## config.mk

```make
export PLATFORM = sky130hd
export DESIGN_NAME = div
export DESIGN_NICKNAME = d
export VERILOG_FILES = /design/src/rtl/div_pkg.sv /design/src/rtl/div.sv
export SDC_FILE = /design/constraint.sdc
export NUM_CORES = 1
export LEC_CHECK = 0
export BUFFER_PORTS_ARGS = -buffer_cell sky130_fd_sc_hd__clkbuf_2
export CAP_MARGIN = 20
export CORE_ASPECT_RATIO = 1.5
export CORE_MARGIN = 3
export CORE_UTILIZATION = 66
export DETAILED_ROUTE_END_ITERATION = 10
export GPL_TIMING_DRIVEN = 0
export PLACE_DENSITY = 0.93
export REMOVE_ABC_BUFFERS = 1
export SLEW_MARGIN = 20
export SYNTH_ARGS = -nofsm -noshare
export SYNTH_HDL_FRONTEND = slang
export SYNTH_SLANG_ARGS = --single-unit
```

## constraint.sdc

```tcl
create_clock -name clk -period 7.1 [get_ports clk]
set_input_delay 0.71 -clock clk [delete_from_list [all_inputs] [get_ports clk]]
set_output_delay 0.71 -clock clk [all_outputs]
set_load 0.05 [all_outputs]
```

## src/rtl/div_pkg.sv

```systemverilog
// Shared constants, state encoding and sign helpers for the iterative RV32M divider.
package div_pkg;

   localparam int unsigned XLEN  = 32;
   localparam int unsigned OP_W  = 3;
   localparam int unsigned RD_W  = 5;
   localparam int unsigned ITER  = 32;
   localparam int unsigned CNT_W = 5;

   localparam logic [OP_W-1:0] OP_DIV  = 3'b100;
   localparam logic [OP_W-1:0] OP_DIVU = 3'b101;
   localparam logic [OP_W-1:0] OP_REM  = 3'b110;
   localparam logic [OP_W-1:0] OP_REMU = 3'b111;

   localparam logic [CNT_W-1:0] LAST_ITER = CNT_W'(ITER - 1);
   localparam logic [XLEN-1:0]  INT_MIN   = {1'b1, {(XLEN-1){1'b0}}};
   localparam logic [XLEN-1:0]  ALL_ONES  = {XLEN{1'b1}};

   typedef enum logic [1:0] {
      ST_IDLE = 2'd0,
      ST_CALC = 2'd1,
      ST_DONE = 2'd2
   } div_state_e;

   function automatic logic op_is_signed(input logic [OP_W-1:0] op);
      return (op == OP_DIV) || (op == OP_REM);
   endfunction

   function automatic logic op_is_rem(input logic [OP_W-1:0] op);
      return (op == OP_REM) || (op == OP_REMU);
   endfunction

   // Two's-complement negate when neg is set; magnitude of INT_MIN stays 0x80000000.
   function automatic logic [XLEN-1:0] cond_neg(input logic [XLEN-1:0] v, input logic neg);
      return neg ? (~v + XLEN'(1)) : v;
   endfunction

endpackage

```

## src/rtl/div.sv

```systemverilog
// Iterative restoring radix-2 divider for DIV/DIVU/REM/REMU; holds the pipeline while
// a division is in flight and releases it in the result cycle.
module div
   import div_pkg::*;
(
   input  logic            clk,
   input  logic            rst_n,
   input  logic            div_start_i,
   input  logic [OP_W-1:0] div_op_i,
   input  logic [XLEN-1:0] div_dividend_i,
   input  logic [XLEN-1:0] div_divisor_i,
   input  logic [RD_W-1:0] div_rd_addr_i,
   input  logic            div_flush_i,
   output logic            div_hold_req_o,
   output logic            div_busy_o,
   output logic            div_ready_o,
   output logic [XLEN-1:0] div_result_o,
   output logic [RD_W-1:0] div_rd_addr_o
);

   div_state_e       state_q, state_d;
   logic [CNT_W-1:0] cnt_q, cnt_d;
   logic [XLEN-1:0]  rem_q, rem_d;
   logic [XLEN-1:0]  quo_q, quo_d;
   logic [XLEN-1:0]  dvs_q, dvs_d;
   logic             neg_quo_q, neg_quo_d;
   logic             neg_rem_q, neg_rem_d;
   logic             rem_sel_q, rem_sel_d;
   logic [RD_W-1:0]  rd_q, rd_d;
   logic [XLEN-1:0]  result_q, result_d;
   logic [RD_W-1:0]  rd_out_q, rd_out_d;
   logic             hold_c;

   logic            op_signed;
   logic            op_rem;
   logic            dvd_neg;
   logic            dvs_neg;
   logic [XLEN-1:0] dvd_mag;
   logic [XLEN-1:0] dvs_mag;
   logic            div_zero;
   logic            overflow;
   logic [XLEN:0]   shifted;
   logic [XLEN:0]   trial;

   // Operand decode: magnitudes and result sign rules for the incoming instruction.
   assign op_signed = op_is_signed(div_op_i);
   assign op_rem    = op_is_rem(div_op_i);
   assign dvd_neg   = op_signed & div_dividend_i[XLEN-1];
   assign dvs_neg   = op_signed & div_divisor_i[XLEN-1];
   assign dvd_mag   = cond_neg(div_dividend_i, dvd_neg);
   assign dvs_mag   = cond_neg(div_divisor_i, dvs_neg);
   assign div_zero  = (div_divisor_i == '0);
   assign overflow  = op_signed & (div_dividend_i == INT_MIN) & (div_divisor_i == ALL_ONES);

   // Trial subtract: bit XLEN set means the shifted remainder is below the divisor.
   assign shifted = {rem_q, quo_q[XLEN-1]};
   assign trial   = shifted - {1'b0, dvs_q};

   always_comb begin
      state_d   = state_q;
      cnt_d     = cnt_q;
      rem_d     = rem_q;
      quo_d     = quo_q;
      dvs_d     = dvs_q;
      neg_quo_d = neg_quo_q;
      neg_rem_d = neg_rem_q;
      rem_sel_d = rem_sel_q;
      rd_d      = rd_q;
      result_d  = '0;
      rd_out_d  = '0;
      hold_c    = 1'b0;

      unique case (state_q)
         ST_IDLE: begin
            if (div_start_i) begin
               hold_c    = 1'b1;
               rd_d      = div_rd_addr_i;
               rem_sel_d = op_rem;
               neg_quo_d = dvd_neg ^ dvs_neg;
               neg_rem_d = dvd_neg;
               if (div_zero) begin
                  state_d  = ST_DONE;
                  result_d = op_rem ? div_dividend_i : ALL_ONES;
                  rd_out_d = div_rd_addr_i;
               end else if (overflow) begin
                  state_d  = ST_DONE;
                  result_d = op_rem ? '0 : INT_MIN;
                  rd_out_d = div_rd_addr_i;
               end else begin
                  state_d = ST_CALC;
                  cnt_d   = '0;
                  rem_d   = '0;
                  quo_d   = dvd_mag;
                  dvs_d   = dvs_mag;
               end
            end
         end
         ST_CALC: begin
            hold_c = 1'b1;
            cnt_d  = cnt_q + CNT_W'(1);
            if (!trial[XLEN]) begin
               rem_d = trial[XLEN-1:0];
               quo_d = {quo_q[XLEN-2:0], 1'b1};
            end else begin
               rem_d = shifted[XLEN-1:0];
               quo_d = {quo_q[XLEN-2:0], 1'b0};
            end
            if (cnt_q == LAST_ITER) begin
               state_d  = ST_DONE;
               result_d = rem_sel_q ? cond_neg(rem_d, neg_rem_q) : cond_neg(quo_d, neg_quo_q);
               rd_out_d = rd_q;
            end
         end
         ST_DONE: begin
            state_d = ST_IDLE;
         end
         default: begin
            state_d = ST_IDLE;
         end
      endcase

      // Flush wins in every state: abandon the operation and any pending result.
      if (div_flush_i) begin
         state_d  = ST_IDLE;
         hold_c   = 1'b0;
         result_d = '0;
         rd_out_d = '0;
      end
   end

   always_ff @(posedge clk or negedge rst_n) begin
      if (!rst_n) begin
         state_q   <= ST_IDLE;
         cnt_q     <= '0;
         rem_q     <= '0;
         quo_q     <= '0;
         dvs_q     <= '0;
         neg_quo_q <= 1'b0;
         neg_rem_q <= 1'b0;
         rem_sel_q <= 1'b0;
         rd_q      <= '0;
         result_q  <= '0;
         rd_out_q  <= '0;
      end else begin
         state_q   <= state_d;
         cnt_q     <= cnt_d;
         rem_q     <= rem_d;
         quo_q     <= quo_d;
         dvs_q     <= dvs_d;
         neg_quo_q <= neg_quo_d;
         neg_rem_q <= neg_rem_d;
         rem_sel_q <= rem_sel_d;
         rd_q      <= rd_d;
         result_q  <= result_d;
         rd_out_q  <= rd_out_d;
      end
   end

   // Hold is combinational so the start cycle itself is frozen; it is forced low in reset.
   assign div_hold_req_o = rst_n & hold_c;
   assign div_busy_o     = (state_q != ST_IDLE);
   assign div_ready_o    = (state_q == ST_DONE);
   assign div_result_o   = result_q;
   assign div_rd_addr_o  = rd_out_q;

endmodule
```

==> impl_metrics.yaml <==
status:
  outcome: "finished clean"
floorplan:
  rows: 58
  die_width_um: 114
  core-area_um2: 17000
  die_h_um: 168
  boundaryPins: 116
  start_util: 0.679
  die_area_um2: 19100
clock_tree:
  h-tree-depth: 4
  cts_tree: "done"
  cts_resized: 0
  cts_buffer_depth: 2
  clkSlewWorstSetupHoldPaths_ns: 0.06
  hold_buffers: 0
  postCtsSetupRepairBufs: 0
  clock_sinks: 148
  cts_made_buffers: 17
  worstSkewPairLatency_ns: 0.43
  root_buffer: "clkbuf_16"
power_and_ir_drop:
  power_leakage_uw: 0.00561
  irDropWorstVdd_mv: 0.240
  power_density_nw_per_um2: 394
global_routing:
  grt_max_degree: 94
  grt.total_usage: 0.347
  grt_pass1_vias: 11015
  grt_pass1_wl_um: 53700
  grt_overflow: 0
  antenna_found_initial: 0
placement:
  hpwl_um: 24600
  placed_cells: 1680
  place.port_buffers: 115
  gp_congestion: 0.946
route:
  viasPerCell: 6.64
  drc: 0
  drt_iter0_drc: 1259
  postRouteAntennaNets: 0
  wl_um: 33300
  drt-pass1-iter-count: 9
  via_count: 11353
  wl_per_cell_um: 19.5
yosys:
  synth_area_leaders: "dfrtp_1, o21ai_0, xnor2_1, nand2_1, xor2_1"
  ys_warn_count: 0
  yosys.area.top_type: "dfrtp_1"
  synthTopCellsByCount: "nand2_1, o21ai_0, dfrtp_1, nor2_1, xnor2_1"
  async_reset_ff_frac: 1.00
  ys.flop_type: "dfrtp_1"
  netlist.area_leader.share: 0.321
  syn_area_um2: 11500
  ys_seq_area_frac: 0.321
  avgSynthCellArea_um2: 8.14
  synth_cell_types: 84
  ys_ff_latch: 148
  synth_cells: 1417
  yosysMostFrequentCell: "nand2_1"
  synth_edf_count: 0
finish:
  nets: 1605
  fill_cells: 1232
  drive_gt1_frac: 0.135
  fin_cells: 1710
  n_antenna_cell: 0
  area.sequential_um2: 3700
  multi_input_area_um2: 7270
  area_delta_synth_final_pct: 10.9
timing:
  hold_viol_final: 0
  slew_headroom: 0.247
  finalSetupViolCount: 0
  rsz0062_at_grt: "false"
  hold_slack_ns: 0.258
  skew_ns: 0.0107
  slew_viol_final: 0
  worst_pin_slew_ns: 1.13
  layout_min_cycle_time_ns: 6.34
  fin_crit_sh: 0.893
  clock.fmax_mhz: 158
setup_path:
  critPathCaptureType: "flip-flop"
  worstPathArrival_ns: 6.62
  start_kind: "flip-flop"
  required_ns: 7.38
  critical_path_class: "flip-flop to flip-flop"
  worstPathMaxFanout: 32
job:
  drv_cap: 0
hold_path:
  min_path_type: "primary input to asynchronous set/reset pin"
per-stage QoR:
stage	utilization	TNS, ns	total power (uW)	instance area [um^2]	worst slack (ns)
after floorplan	-	0	3360	11200	0.807
after global placement	0.710	-7.64	3970	12100	-0.753
after detailed placement	0.722	0	4070	12300	0.934
after CTS	0.753	0	4960	12800	0.909
after global routing	0.753	0	5360	12800	0.381
final	0.753	0	5040	12800	0.758
cell families after synthesis:
| family | count (synthesis) | synth area share |
|---|---|---|
| and+or+nand+nor | 458 | 0.188 |
| AOI/OAI and AO/OA | 453 | 0.257 |
| DFF | 148 | 0.321 |
| xor gates and xnor gates | 141 | 0.107 |
| buffers and inverters | 141 | 0.0503 |
| adders and majority gates | 40 | 0.0440 |
| muxes | 36 | 0.0324 |
flip-flops by register name, indices dropped and copies added (netlist names):
register and flops:
rem_sel_q 1, div_rd_addr_o 5, state_q 2, rd_q 5, neg_quo_q 1, div_result_o 32
cnt_q 5, dvs_q 32, neg_rem_q 1, rem_q 32, quo_q 32
where the power goes:
group,internal [uW],switching (uW)
Combinational,1130,1870
Clock,480,367
Sequential,990,199
metal layers:
metal / GRT usage / vias up / wire [um] / part of all wire
met5: 0 / - / 0 / 0
met4: 0.178 / 0 / 1620 / 0.049
met3: 0.0601 / 121 / 2700 / 0.081
met2: 0.586 / 644 / 16600 / 0.50
met1: 0.422 / 5315 / 12500 / 0.37
li1: - / 5273 / - / -
layout by cell type, fill, tap and decap left out, drive strengths merged, types with 11 or more instances in the layout:
master  instances
inv            74
o31ai          33
or3            18
a222oi         16
o211ai         11
o22ai          24
dfrtp         148
and2           12
clkbuf        134
xor2           66
nor2          117
a21o           12
o41ai          13
and3           11
mux2i          31
a21oi          77
nand4          17
o21ai         172
ha             39
a31oi          11
nor3           32
nand3          25
xnor2          75
o21a           22
nand2         172
cell type report:
| cell class | count | area share |
|---|---|---|
| Tap cell | 210 | 0.0205 |
| Inverter | 72 | 0.0211 |
| Clock buffer | 19 | 0.0338 |
| Multi-Input combinational cell | 1128 | 0.568 |
| Sequential cell | 148 | 0.289 |
| Clock inverter | 11 | 0.00831 |
| Timing Repair Buffer | 122 | 0.0583 |
final timing paths:
kind	end	slack (ns)	startpoint	cells after the start
worst max-delay path	div_result_o[30]	0.76	rem_q[24]	19
worst min-delay path	dvs_q[1]	0.26	rst_n	1
worst max register to register	div_result_o[30]	0.76	rem_q[24]	19
worst min register to register	rd_q[3]	0.48	rd_q[3]	2
max in group asynchronous	rem_q[24]	6.01	rst_n	2
min in group clk	rd_q[3]	0.48	rd_q[3]	2
critical path, cell delays in order (launching register included):
cell and delay, ns:
dfrtp_1 0.42, ha_1 0.44, a21oi_1 0.22, o21ai_0 0.19, a221oi_1 0.59, o21ai_1 0.21
nor3_2 0.49, nor2_4 0.25, inv_1 0.88, o21ai_0 0.33, inv_1 0.15, ha_1 0.20
nand2_1 0.05, or4_1 0.46, nor4_1 0.19, a21o_1 0.23, o21ai_2 0.20, o41ai_1 0.42
xnor2_1 0.19, o21ai_1 0.09
Note: power is estimated with default switching activity, not from simulation.
